`src/rtl/mult_share_ctrl.sv`:
```
// Round-robin arbiter sharing one 3-bit sign-magnitude multiplier between NREQ requesters.
// Optional completed-operation counter enabled by defining MULT_SHARE_STATS_EN.

module multiplication (
  input  logic [2:0] a_i,
  input  logic [2:0] b_i,
  output logic [4:0] product_o,
  output logic       zf_o,
  output logic       sf_o
);
  logic [3:0] mag;

  assign mag       = {2'b00, a_i[1:0]} * {2'b00, b_i[1:0]};
  assign product_o = {a_i[2] ^ b_i[2], mag};
  assign zf_o      = (mag == 4'd0);
  assign sf_o      = product_o[4] & ~zf_o;
endmodule

module mult_share_ctrl #(
  parameter int NREQ = 2,
  parameter int IDW  = 2
) (
  input  logic              clk,
  input  logic              rst,
  input  logic [NREQ-1:0]   req_valid,
  input  logic [3*NREQ-1:0] req_a,
  input  logic [3*NREQ-1:0] req_b,
  output logic [NREQ-1:0]   req_ready,
  output logic              rsp_valid,
  input  logic              rsp_ready,
  output logic [IDW-1:0]    rsp_id,
  output logic [4:0]        rsp_product,
  output logic              rsp_zf,
  output logic              rsp_sf,
  output logic              busy,
  output logic [15:0]       op_count
);
  // Handshake rule: a transfer happens on a rising edge where valid and ready are both high;
  // a requester holds valid (operands may change) until it sees ready, and the response
  // holds rsp_* stable while rsp_valid is high until rsp_ready is seen.

  typedef enum logic [1:0] {S_IDLE, S_ISSUE, S_RESP} state_t;

  state_t          state_q;
  logic [IDW-1:0]  rr_ptr_q;
  logic [2:0]      op_a_q, op_b_q;
  logic [IDW-1:0]  id_q;
  logic            rsp_valid_q, rsp_zf_q, rsp_sf_q, busy_q;
  logic [IDW-1:0]  rsp_id_q;
  logic [4:0]      rsp_product_q;

  logic [NREQ-1:0] grant;
  logic [IDW-1:0]  gidx, rr_next;
  logic [2:0]      sel_a, sel_b;
  logic            found;
  logic [4:0]      mul_product;
  logic            mul_zf, mul_sf;

  // Search starts at rr_ptr and wraps, so the last-served requester has lowest priority.
  always_comb begin
    int idx;
    idx   = 0;
    grant = '0;
    gidx  = '0;
    sel_a = '0;
    sel_b = '0;
    found = 1'b0;
    for (int k = 0; k < NREQ; k++) begin
      idx = int'(rr_ptr_q) + k;
      if (idx >= NREQ) idx = idx - NREQ;
      if (!found && req_valid[idx]) begin
        grant[idx] = 1'b1;
        gidx       = IDW'(idx);
        sel_a      = req_a[3*idx +: 3];
        sel_b      = req_b[3*idx +: 3];
        found      = 1'b1;
      end
    end
    if (state_q != S_IDLE || rst) grant = '0;
  end

  assign rr_next = (gidx == IDW'(NREQ - 1)) ? '0 : gidx + IDW'(1);

  multiplication u_mult (
    .a_i       (op_a_q),
    .b_i       (op_b_q),
    .product_o (mul_product),
    .zf_o      (mul_zf),
    .sf_o      (mul_sf)
  );

  always_ff @(posedge clk or posedge rst) begin
    if (rst) begin
      state_q       <= S_IDLE;
      rr_ptr_q      <= '0;
      op_a_q        <= '0;
      op_b_q        <= '0;
      id_q          <= '0;
      rsp_valid_q   <= 1'b0;
      rsp_id_q      <= '0;
      rsp_product_q <= '0;
      rsp_zf_q      <= 1'b0;
      rsp_sf_q      <= 1'b0;
      busy_q        <= 1'b0;
    end else begin
      case (state_q)
        S_IDLE: begin
          if (|grant) begin
            op_a_q   <= sel_a;
            op_b_q   <= sel_b;
            id_q     <= gidx;
            rr_ptr_q <= rr_next;
            busy_q   <= 1'b1;
            state_q  <= S_ISSUE;
          end
        end
        S_ISSUE: begin
          rsp_product_q <= mul_product;
          rsp_zf_q      <= mul_zf;
          rsp_sf_q      <= mul_sf;
          rsp_id_q      <= id_q;
          rsp_valid_q   <= 1'b1;
          state_q       <= S_RESP;
        end
        S_RESP: begin
          if (rsp_ready) begin
            rsp_valid_q <= 1'b0;
            busy_q      <= 1'b0;
            state_q     <= S_IDLE;
          end
        end
        default: begin
          busy_q  <= 1'b0;
          state_q <= S_IDLE;
        end
      endcase
    end
  end

  assign req_ready   = grant;
  assign rsp_valid   = rsp_valid_q;
  assign rsp_id      = rsp_id_q;
  assign rsp_product = rsp_product_q;
  assign rsp_zf      = rsp_zf_q;
  assign rsp_sf      = rsp_sf_q;
  assign busy        = busy_q;

`ifdef MULT_SHARE_STATS_EN
  logic [15:0] op_count_q, op_count_d;

  always_comb begin
    op_count_d = op_count_q;
    if (rsp_valid_q && rsp_ready && op_count_q != 16'hFFFF) op_count_d = op_count_q + 16'd1;
  end

  always_ff @(posedge clk or posedge rst) begin
    if (rst) op_count_q <= '0;
    else     op_count_q <= op_count_d;
  end

  assign op_count = op_count_q;
`else
  assign op_count = 16'h0000;
`endif

endmodule

```
`config.mk`:
```
export PLATFORM = sky130hd
export DESIGN_NAME = mult_share_ctrl
export DESIGN_NICKNAME = d
export VERILOG_FILES = /design/src/rtl/mult_share_ctrl.sv
export SDC_FILE = /design/constraint.sdc
export NUM_CORES = 1
export LEC_CHECK = 0
export ABC_CLOCK_PERIOD_IN_PS = 1600
export BUFFER_PORTS_ARGS = -buffer_cell sky130_fd_sc_hd__buf_4
export CAP_MARGIN = 0
export CORE_UTILIZATION = 40
export DETAILED_ROUTE_END_ITERATION = 8
export GPL_ROUTABILITY_DRIVEN = 0
export PLACE_DENSITY = 0.64
export SLEW_MARGIN = 40
export SYNTH_ARGS = -nofsm -noshare
export SYNTH_HDL_FRONTEND = slang
export SYNTH_SLANG_ARGS = --single-unit
```
`constraint.sdc`:
```
create_clock -name clk -period 1.6 [get_ports clk]
set_clock_uncertainty 0.2 [all_clocks]
set_input_delay 0.16 -clock clk [delete_from_list [all_inputs] [get_ports clk]]
set_output_delay 0.16 -clock clk [all_outputs]
set_load 0.05 [all_outputs]
```
==> impl_metrics.py, run 1 <==
metrics = {
    "outcome": {
        "status": "finished with violations",
        "violations": "DRC, setup timing",
    },
    "cells_and_area": {
        "fin_util_pct": 55.80,
        "multi_input_area_mm2": 0.001040,
        "mostFrequentLayoutCell": "buf_4",
        "nets": 256,
        "diodes": 0,
        "nFillCells": 381,
        "final_layout_size_suffix_gt1_share_pct": 34.76,
        "layout_common_cells": "44 x buf_4, 33 x nand2_1, 22 x dfrtp_1",
        "area_growth_pct": 33.96,
        "regArea_um2": 576.8,
    },
    "sta": {
        "rsz0062_at_grt": "true",
        "fin_setup_tns_ps": -264.9,
        "setup_viol": 4,
        "hold_violations": 0,
        "setup_slack_ps": -140.2,
        "slew_viol_final": 0,
        "max_clock_freq_mhz": 574.6,
        "fin_crit_sh_pct": 108.8,
        "period_minus_slack_ps": 1740,
    },
    "power": {
        "p_leak_nw": 1.030,
        "ir_drop_uv": 594.7,
        "p_per_area_mw_per_mm2": 1654,
    },
    "floorplanning": {
        "fp.dieH_um": 66.31,
        "num_io_pins": 46,
        "rows": 23,
        "die_w_um": 66.31,
        "die_area_mm2": 0.004396,
        "coreArea_mm2": 0.003971,
        "initial_core_util_pct": 41.65,
    },
    "yosys": {
        "ys_seq_elements": 23,
        "yosysWarnings": 0,
        "synth_edf_count": 0,
        "netlist_instances": 181,
        "syn_area_mm2": 0.001654,
        "ys_types": 44,
        "synth_top_flop_cell": "dfrtp_1",
        "postSynth.asyncResetShare_pct": 100.0,
        "synth-seq-area-share_pct": 34.80,
        "syn_avg_cell_area_um2": 9.139,
    },
    "global_route": {
        "grt.overflow.total": 0,
        "grt_usage_pct": 17.01,
        "grt_use_met3_pct": 1.897,
        "grt_pass1_wl_um": 5809,
        "grt_max_degree": 24,
        "met2_usage_pct": 28.70,
        "grtUsageMet1_pct": 22.43,
        "grt_antenna_before_repair": 0,
        "grt_pass1_vias": 1253,
        "grt_busiest_layer": "met2",
    },
    "detailed_routing": {
        "detail_route.wl_per_cell_um": 12.26,
        "antenna_left": 0,
        "routed_via_density": 4.816,
        "first_pass_iters": 8,
        "first_iter_violations": 76,
        "wirelength_um": 3469,
        "via_count": 1363,
        "drc": 3,
    },
    "critical_path": {
        "arrival_ps": 1380,
        "rrSetupSlack_ps": -10,
        "worstPathRequired_ps": 1240,
        "crit_path_start_kind": "flop",
        "path_max_fanout": 3,
        "setup.worst_path.class": "flop to output port",
        "reg2reg_depth": 5,
        "r2r-end": "op_b_q[1]",
        "endpoint_kind": "output port",
    },
    "clock_network": {
        "numCtsBuffers": 3,
        "h-tree-depth": 1,
        "cts_tree": "yes",
        "clock_latency_ps": 260,
        "clk_pin_slew_worst_paths_ps": 70,
        "cts.sink_count": 23,
        "root_buffer": "clkbuf_8",
        "clockBufferDepth": 2,
    },
    "placement": {
        "portBuffers": 29,
        "dp.final_hpwl_um": 2538,
    },
    "worst_hold_path": {
        "holdCritPathClass": "input pin to flop",
        "worstHoldPathCells": 3,
        "holdCritStartpoint": "req_valid[0]",
    },
    "job": {
        "maxCapViolCount": 0,
    },
}
kinds of logic after synthesis:
logic type	synth area share (%)
AOI/OAI and AO/OA	17.93
xor gates and xnor gates	1.059
adders and majority gates	4.236
buffers and inverters	13.31
DFF	34.80
muxes	7.338
other	0.4540
and+or+nand+nor	20.88
Yosys cell counts, types with 3 or more instances:
| cell type | instances | area, um2 |
|---|---|---|
| nand2_1 | 33 | 123.9 |
| nor2b_1 | 6 | 37.54 |
| buf_6 | 3 | 33.78 |
| and2_1 | 3 | 18.77 |
| dfrtp_1 | 23 | 575.6 |
| ha_1 | 4 | 50.05 |
| nor2_1 | 8 | 30.03 |
| inv_1 | 6 | 22.52 |
| mux2i_1 | 5 | 50.05 |
| buf_4 | 18 | 135.1 |
| a21oi_1 | 7 | 35.03 |
| a31oi_1 | 6 | 37.54 |
| a21boi_0 | 3 | 22.52 |
| o21ai_0 | 11 | 55.05 |
| nand2b_1 | 6 | 37.54 |
routing by layer:
metal	routed length [um]	up-vias
met4	25	0
met3	108	2
met5	0	-
li1	-	693
met1	1615	641
met2	1721	27
stage by stage:
step / setup slack, ps / total power, mW / std cells / hold WS [ps] / area, um2
after floorplan: 22.86 / 2.491 / 200 / -38.08 / 1748
after global placement: -20.85 / 2.936 / 271 / 35.44 / 1968
after detailed placement: -53.74 / 2.965 / 271 / 42.06 / 1968
after CTS: -147.3 / 3.482 / 281 / 64.34 / 2125
after global routing: -222.7 / 3.949 / 283 / 71.39 / 2216
final: -140.2 / 3.665 / 283 / 66.79 / 2216
worst max-delay path by stage:
| stage | slack, ps | endpoint | from |
|---|---|---|---|
| 3_3_place_gp | -20 | op_a_q[1] | flop |
| 5_1_grt | -220 | req_ready[0] | state_q[1] |
| 2_1_floorplan | 20 | op_a_q[1] | flop |
| 3_5_place_dp | -50 | op_b_q[1] | flop |
| 4_1_cts | -150 | req_ready[0] | state_q[1] |
| 6_report | -140 | req_ready[0] | state_q[1] |
flip-flops by register name, indices dropped and copies added (netlist names), named ones only:
register and flops:
rr_ptr_q 1, op_a_q 3, op_b_q 3, rsp_id 2, rsp_valid 1, busy 1
rsp_sf 1, rsp_zf 1, state_q 2, id_q 2, rsp_product 5
worst max-delay path, stage by stage (launching register included):
cell and delay, ps:
dfrtp_1 410, nor3_4 240, buf_4 150, and3_4 180, buf_8 140
repair_timing:
| action | in CTS | in global routing |
|---|---|---|
| gates resized for setup | 18 | 15 |
| hold buffers | 3 | 0 |
| endpoints found under the setup margin | 8 | 10 |
| setup buffers | 2 | 1 |
| pin swaps | 3 | 7 |
| gates cloned | 1 | 1 |
| endpoints found under the hold margin | 26 | 0 |
power by group:
| part | total, mW | internal [mW] | switching (mW) |
|---|---|---|---|
| Sequential | 0.957 | 0.803 | 0.154 |
| Clock | 0.351 | 0.177 | 0.173 |
| Combinational | 2.36 | 1.08 | 1.28 |
| Total | 3.67 | 2.06 | 1.61 |
final cells by class:
class | count | share of cell area (%)
Multi-Input combinational cell | 146 | 46.92
Sequential cell | 23 | 26.03
Timing Repair Buffer | 54 | 21.17
Tap cell | 50 | 2.823
Clock buffer | 4 | 2.033
Inverter | 6 | 1.016
Note: power is estimated with default switching activity, not from simulation.
==> inputs of run 2 (changes only) <==
CORE_MARGIN = 2   (was not set)
CTS_CLUSTER_DIAMETER = 40   (was not set)
SYNTH_HIERARCHICAL = 1   (was not set)
==> impl_metrics.py, run 2 <==
metrics = {
    "clock_network": {
        "clock_latency_ps": 260,
        "root_buffer": "clkbuf_8",
        "clockBufferDepth": 2,
        "cts.sink_count": 23,
        "numCtsBuffers": 3,
        "clk_pin_slew_worst_paths_ps": 80,
        "h-tree-depth": 1,
        "cts_tree": "yes",
    },
    "power": {
        "p_leak_nw": 1.045,
        "pwr-share-comb_pct": 66.2,
        "intPower_mw": 2.201,
        "ir_drop_uv": 508.1,
        "p_per_area_mw_per_mm2": 1704,
        "clkPwrFrac_pct": 9.2,
        "p_sw_share_pct": 43.36,
        "p_sw_mw": 1.685,
        "seqPwrFrac_pct": 24.7,
    },
    "placement": {
        "dp.final_hpwl_um": 2539,
        "dpl_worst_slack_ps": -153.1,
        "place_area_mm2": 0.001951,
        "dp.cells": 255,
        "portBuffers": 29,
    },
    "floorplanning": {
        "fp.dieH_um": 68.28,
        "num_io_pins": 46,
        "rows": 23,
        "die_w_um": 68.28,
        "coreArea_mm2": 0.004000,
        "die_area_mm2": 0.004662,
        "initial_core_util_pct": 41.32,
    },
    "critical_path": {
        "crit_family": "multiplexers",
        "path_depth": 5,
        "crit_path_start_kind": "flop",
        "arrival_ps": 1730,
        "path_max_fanout": 3,
        "path_buf_inv": 0,
        "worstPathCellList": "ha_4 -> mux2_4 -> mux2_4 -> a22oi_2 -> a31oi_1",
        "endpoint_kind": "flop",
        "critical_path.most_common_cell": "mux2_4",
        "reg2reg_depth": 5,
        "r2r-end": "op_a_q[1]",
        "cpPeakStageDelay_ps": 440,
        "rrSetupSlack_ps": -180,
        "worst_path_max_delay_cell": "dfrtp_2",
        "crit_end": "op_a_q[1]",
        "worstPathRequired_ps": 1540,
        "setup.worst_path.class": "flop to flop",
    },
    "cells_and_area": {
        "nets": 251,
        "final_layout_size_suffix_gt1_share_pct": 42.98,
        "mostFrequentLayoutCell": "buf_4",
        "area_growth_pct": 38.00,
        "diodes": 0,
        "stdcell_area_mm2": 0.002281,
        "nFillCells": 386,
        "layout_common_cells": "50 x buf_4, 21 x conb_1, 21 x dfrtp_1",
        "finalNonFillerCells": 278,
        "largest_reg_flops": 5,
    },
    "yosys": {
        "postSynth.asyncResetShare_pct": 100.0,
        "ys_types": 49,
        "synth_top_area_share_pct": 34.82,
        "synth-seq-area-share_pct": 34.82,
        "ys_seq_elements": 23,
        "syn_area_mm2": 0.001653,
        "synth_most_common_cell": "dfrtp_1",
        "syn_avg_cell_area_um2": 9.838,
        "netlist_instances": 168,
        "yosysTopAreaCell": "dfrtp_1",
        "synth_top_flop_cell": "dfrtp_1",
        "synth_edf_count": 0,
        "yosysWarnings": 6,
        "synth_common_cells": "23 x dfrtp_1, 19 x buf_4, 11 x mux2_1",
        "synth_top_cells_by_area": "dfrtp_1 35%, buf_4 8.6%, mux2_1 7.5%, mux2i_1 4.8%, ha_1 3.0%",
    },
    "detailed_routing": {
        "via_count": 1401,
        "wirelength_um": 3895,
        "routed_via_density": 5.040,
        "drc": 0,
        "first_pass_iters": 4,
        "antenna_left": 0,
        "detail_route.wl_per_cell_um": 14.01,
        "first_iter_violations": 66,
    },
    "sta": {
        "fin_crit_sh_pct": 111.6,
        "setup_slack_ps": -185.0,
        "max_clock_freq_mhz": 560.2,
        "period_minus_slack_ps": 1785,
        "hold_violations": 0,
        "rsz0062_at_grt": "true",
        "slew_viol_final": 0,
        "setup_viol": 10,
        "fin_setup_tns_ps": -944.8,
        "holdWs_ps": 68.66,
    },
    "global_route": {
        "grt.overflow.total": 0,
        "grt_pass1_wl_um": 5754,
        "grt_antenna_before_repair": 0,
        "grt_pass1_vias": 1270,
        "grt_usage_pct": 16.02,
        "grt_max_degree": 16,
    },
    "outcome": {
        "violations": "setup timing",
        "status": "finished with violations",
    },
    "job": {
        "maxCapViolCount": 0,
    },
    "worst_hold_path": {
        "holdCritPathClass": "input pin to flop",
    },
}
run 2: timing repair:
action	4_1_cts	5_1_grt
resized for setup	12	25
pin swaps	9	9
hold endpoints to repair	25	0
endpoints found under the setup margin	9	11
hold buffers	2	0
setup buffers	10	6
gates cloned	1	1
run 2: final cells by class:
cell class              instances  area (um2)  share of cell area (%)
clock buffers                   4       45.04                   1.975
multi-input cells             135        1046                   45.86
well taps                      50       62.56                   2.743
inverters                       5       18.77                  0.8228
repair buffers                 61       530.5                   23.26
flip-flops and latches         23       578.1                   25.34
run 2: through the flow:
step	total power [mW]	util, %
4_1_cts	3.550	53.46
6_report	3.886	57.02
5_1_grt	4.127	57.02
2_1_floorplan	2.529	-
3_3_place_gp	2.986	48.76
3_5_place_dp	3.009	48.76
run 2: cell families (layout without fill, tap and decap cells):
group / count (synthesis) / after routing / share of synthesized area, %
and+or+nand+nor: 51 / 51 / 18.40
DFF: 23 / 23 / 34.82
AOI/OAI and AO/OA: 35 / 35 / 14.31
xor gates and xnor gates: 2 / 2 / 1.060
muxes: 21 / 21 / 13.70
other: 2 / 21 / 0.4544
adders and majority gates: 5 / 5 / 4.239
buffers and inverters: 29 / 70 / 13.02
run 2: worst min path at each step:
stage / startpoint / cells after the start / endpoint / slack (ps)
2_1_floorplan: rst / 1 / async pin / -40
3_3_place_gp: rst / 3 / rsp_valid / -7
3_5_place_dp: rst / 3 / rsp_valid / -0.5
4_1_cts: req_a[3] / 3 / op_a_q[0] / 50
5_1_grt: req_a[3] / 3 / op_a_q[0] / 70
6_report: req_a[3] / 3 / op_a_q[0] / 70
run 2: metal layers:
| layer | routed length, um | up-vias | track usage (%) |
|---|---|---|---|
| met5 | 0 | - | 0 |
| met4 | 62 | 0 | 5.750 |
| met3 | 107 | 6 | 1.809 |
| met2 | 1981 | 31 | 26.82 |
| met1 | 1744 | 690 | 21.22 |
| li1 | - | 674 | - |
run 2: power groups by stage:
stage / combinational, mW / sequential (mW) / clock [mW]
6_report: 2.57 / 0.958 / 0.357
5_1_grt: 2.75 / 0.985 / 0.391
4_1_cts: 2.24 / 0.952 / 0.361
3_5_place_dp: 2.04 / 0.964 / 0
3_3_place_gp: 2.04 / 0.951 / 0
2_1_floorplan: 1.18 / 1.35 / 0
run 2: worst register-to-register path: cells and delay by family, from the launching register on:
| kind | cells | cell delay [ps] |
|---|---|---|
| multiplexers | 2 | 570 |
| adder cells (fa/ha/maj) | 1 | 250 |
| AO/OA/AOI/OAI | 2 | 200 |
| flip-flops | 1 | 440 |
==> inputs of run 3 (changes only) <==
ABC_CLOCK_PERIOD_IN_PS = 2200   (was 1600)
PLACE_DENSITY = 0.62   (was 0.64)
clock period = 2.2 ns   (was 1.6 ns; I/O delays follow)
==> impl_metrics.py, run 3 (synthesized netlist as in run 2, its figures left out) <==
metrics = {
    "floorplanning": {
        "coreArea_mm2": 0.004000,
        "die_area_mm2": 0.004662,
        "fp.dieH_um": 68.28,
        "initial_core_util_pct": 41.32,
        "die_w_um": 68.28,
        "num_io_pins": 46,
        "rows": 23,
    },
    "cells_and_area": {
        "final_layout_size_suffix_gt1_share_pct": 25.12,
        "area_growth_pct": 15.59,
        "nFillCells": 394,
        "regArea_um2": 575.6,
        "nets": 226,
        "multi_input_area_um2": 933.4,
        "layout_common_cells": "34 x buf_4, 23 x dfrtp_1, 21 x conb_1",
        "diodes": 0,
        "stdcell_area_mm2": 0.001911,
        "fin_util_pct": 47.76,
        "largest_reg_flops": 5,
        "mostFrequentLayoutCell": "buf_4",
        "finalNonFillerCells": 253,
    },
    "sta": {
        "hold_violations": 0,
        "setup_slack_ps": 211.7,
        "rsz0062_at_grt": "false",
        "slew_viol_final": 0,
        "fin_setup_tns_ps": 0,
        "max_slew_margin_pct": 66.31,
        "period_minus_slack_ps": 1988,
        "setup_viol": 0,
        "fin_crit_sh_pct": 90.38,
        "max_clock_freq_mhz": 502.9,
        "worst_pin_slew_ps": 505.4,
        "holdWs_ps": 95.76,
    },
    "critical_path": {
        "crit_path_start_kind": "input pin",
        "crit_start": "rst",
        "worstPathRequired_ps": 1780,
        "cpPeakStageDelay_ps": 540,
        "reg2reg_depth": 5,
        "critical_path.most_common_cell": "buf_4",
        "endpoint_kind": "output port",
        "rrSetupSlack_ps": 310,
        "r2r-end": "op_a_q[1]",
        "arrival_ps": 1570,
        "worstPathCellList": "dlygate4sd3_1 -> buf_4 -> nor3_2 -> nand3_1 -> inv_1 -> buf_4",
        "setup.worst_path.class": "input pin to output port",
        "worst_path_max_delay_cell": "dlygate4sd3_1",
        "path_max_fanout": 3,
    },
    "outcome": {
        "status": "completed",
    },
    "detailed_routing": {
        "first_iter_violations": 41,
        "drc": 0,
        "routed_via_density": 4.917,
        "via_count": 1244,
        "first_pass_iters": 4,
        "wirelength_um": 3253,
        "detail_route.wl_per_cell_um": 12.86,
        "antenna_left": 0,
    },
    "placement": {
        "dp.cells": 247,
        "dp.final_hpwl_um": 2627,
        "portBuffers": 29,
        "place_area_mm2": 0.001846,
        "dpl_worst_slack_ps": 347.3,
    },
    "power": {
        "pwr-share-comb_pct": 58.6,
        "seqPwrFrac_pct": 30.4,
        "p_per_area_mw_per_mm2": 1196,
        "intPower_mw": 1.223,
        "ir_drop_uv": 309.6,
        "p_sw_share_pct": 46.51,
        "power.total_mw": 2.286,
        "clkPwrFrac_pct": 11.0,
        "p_sw_mw": 1.063,
        "p_leak_nw": 0.8772,
    },
    "clock_network": {
        "root_buffer": "clkbuf_8",
        "clock_latency_ps": 260,
        "cts.sink_count": 23,
        "numCtsBuffers": 3,
        "cts_tree": "yes",
        "clockBufferDepth": 2,
        "h-tree-depth": 1,
        "postCtsResizedCells": 0,
        "clk_pin_slew_worst_paths_ps": 80,
    },
    "global_route": {
        "grt_usage_pct": 15.08,
        "grt_pass1_vias": 1165,
        "grt_pass1_wl_um": 5313,
        "grt_antenna_before_repair": 0,
        "grt.overflow.total": 0,
        "grt_max_degree": 29,
    },
    "job": {
        "maxCapViolCount": 0,
    },
    "worst_hold_path": {
        "holdCritPathClass": "input pin to flop",
        "holdCritStartpoint": "req_valid[0]",
        "worstHoldPathCells": 3,
    },
}
-- run 3: critical path: cells and delay by family --
family | cells | cell delay, ps
buffers and inverters | 4 | 990
AND/OR/NAND/NOR | 2 | 360
-- run 3: worst max path at each step --
stage | end | slack, ps | cells after the start
final | req_ready[0] | 210 | 6
after global routing | req_ready[0] | 130 | 6
after detailed placement | op_a_q[1] | 350 | 5
after global placement | id_q[0] | 380 | 5
after CTS | req_ready[0] | 200 | 6
after floorplan | op_a_q[1] | 400 | 5
-- run 3: repair_timing --
item	in CTS	in global routing
endpoints found under the hold margin	24	0
buffers inserted	0	0
setup endpoints to repair	0	0
hold buffers	2	0
-- run 3: power groups by stage --
stage / Clock [mW] / Combinational [mW] / Sequential [mW]
floorplan: 0 / 0.808 / 0.973
global route: 0.276 / 1.46 / 0.720
CTS: 0.265 / 1.34 / 0.696
finish: 0.251 / 1.34 / 0.695
global placement: 0 / 1.30 / 0.693
detailed placement: 0 / 1.33 / 0.704
-- run 3: area by class of cell --
cell class,count,area share [%]
Tap cell,50,3.274
Timing Repair Buffer,36,14.41
Multi-Input combinational cell,135,48.85
Sequential cell,23,30.12
Inverter,5,0.9823
Clock buffer,4,2.358
-- run 3: routing by layer --
layer	track usage (%)	vias up	routed length, um
li1	-	623	-
met1	19.69	589	1519
met2	25.12	30	1601
met3	1.151	2	110
met4	7.250	0	22
met5	0	-	0
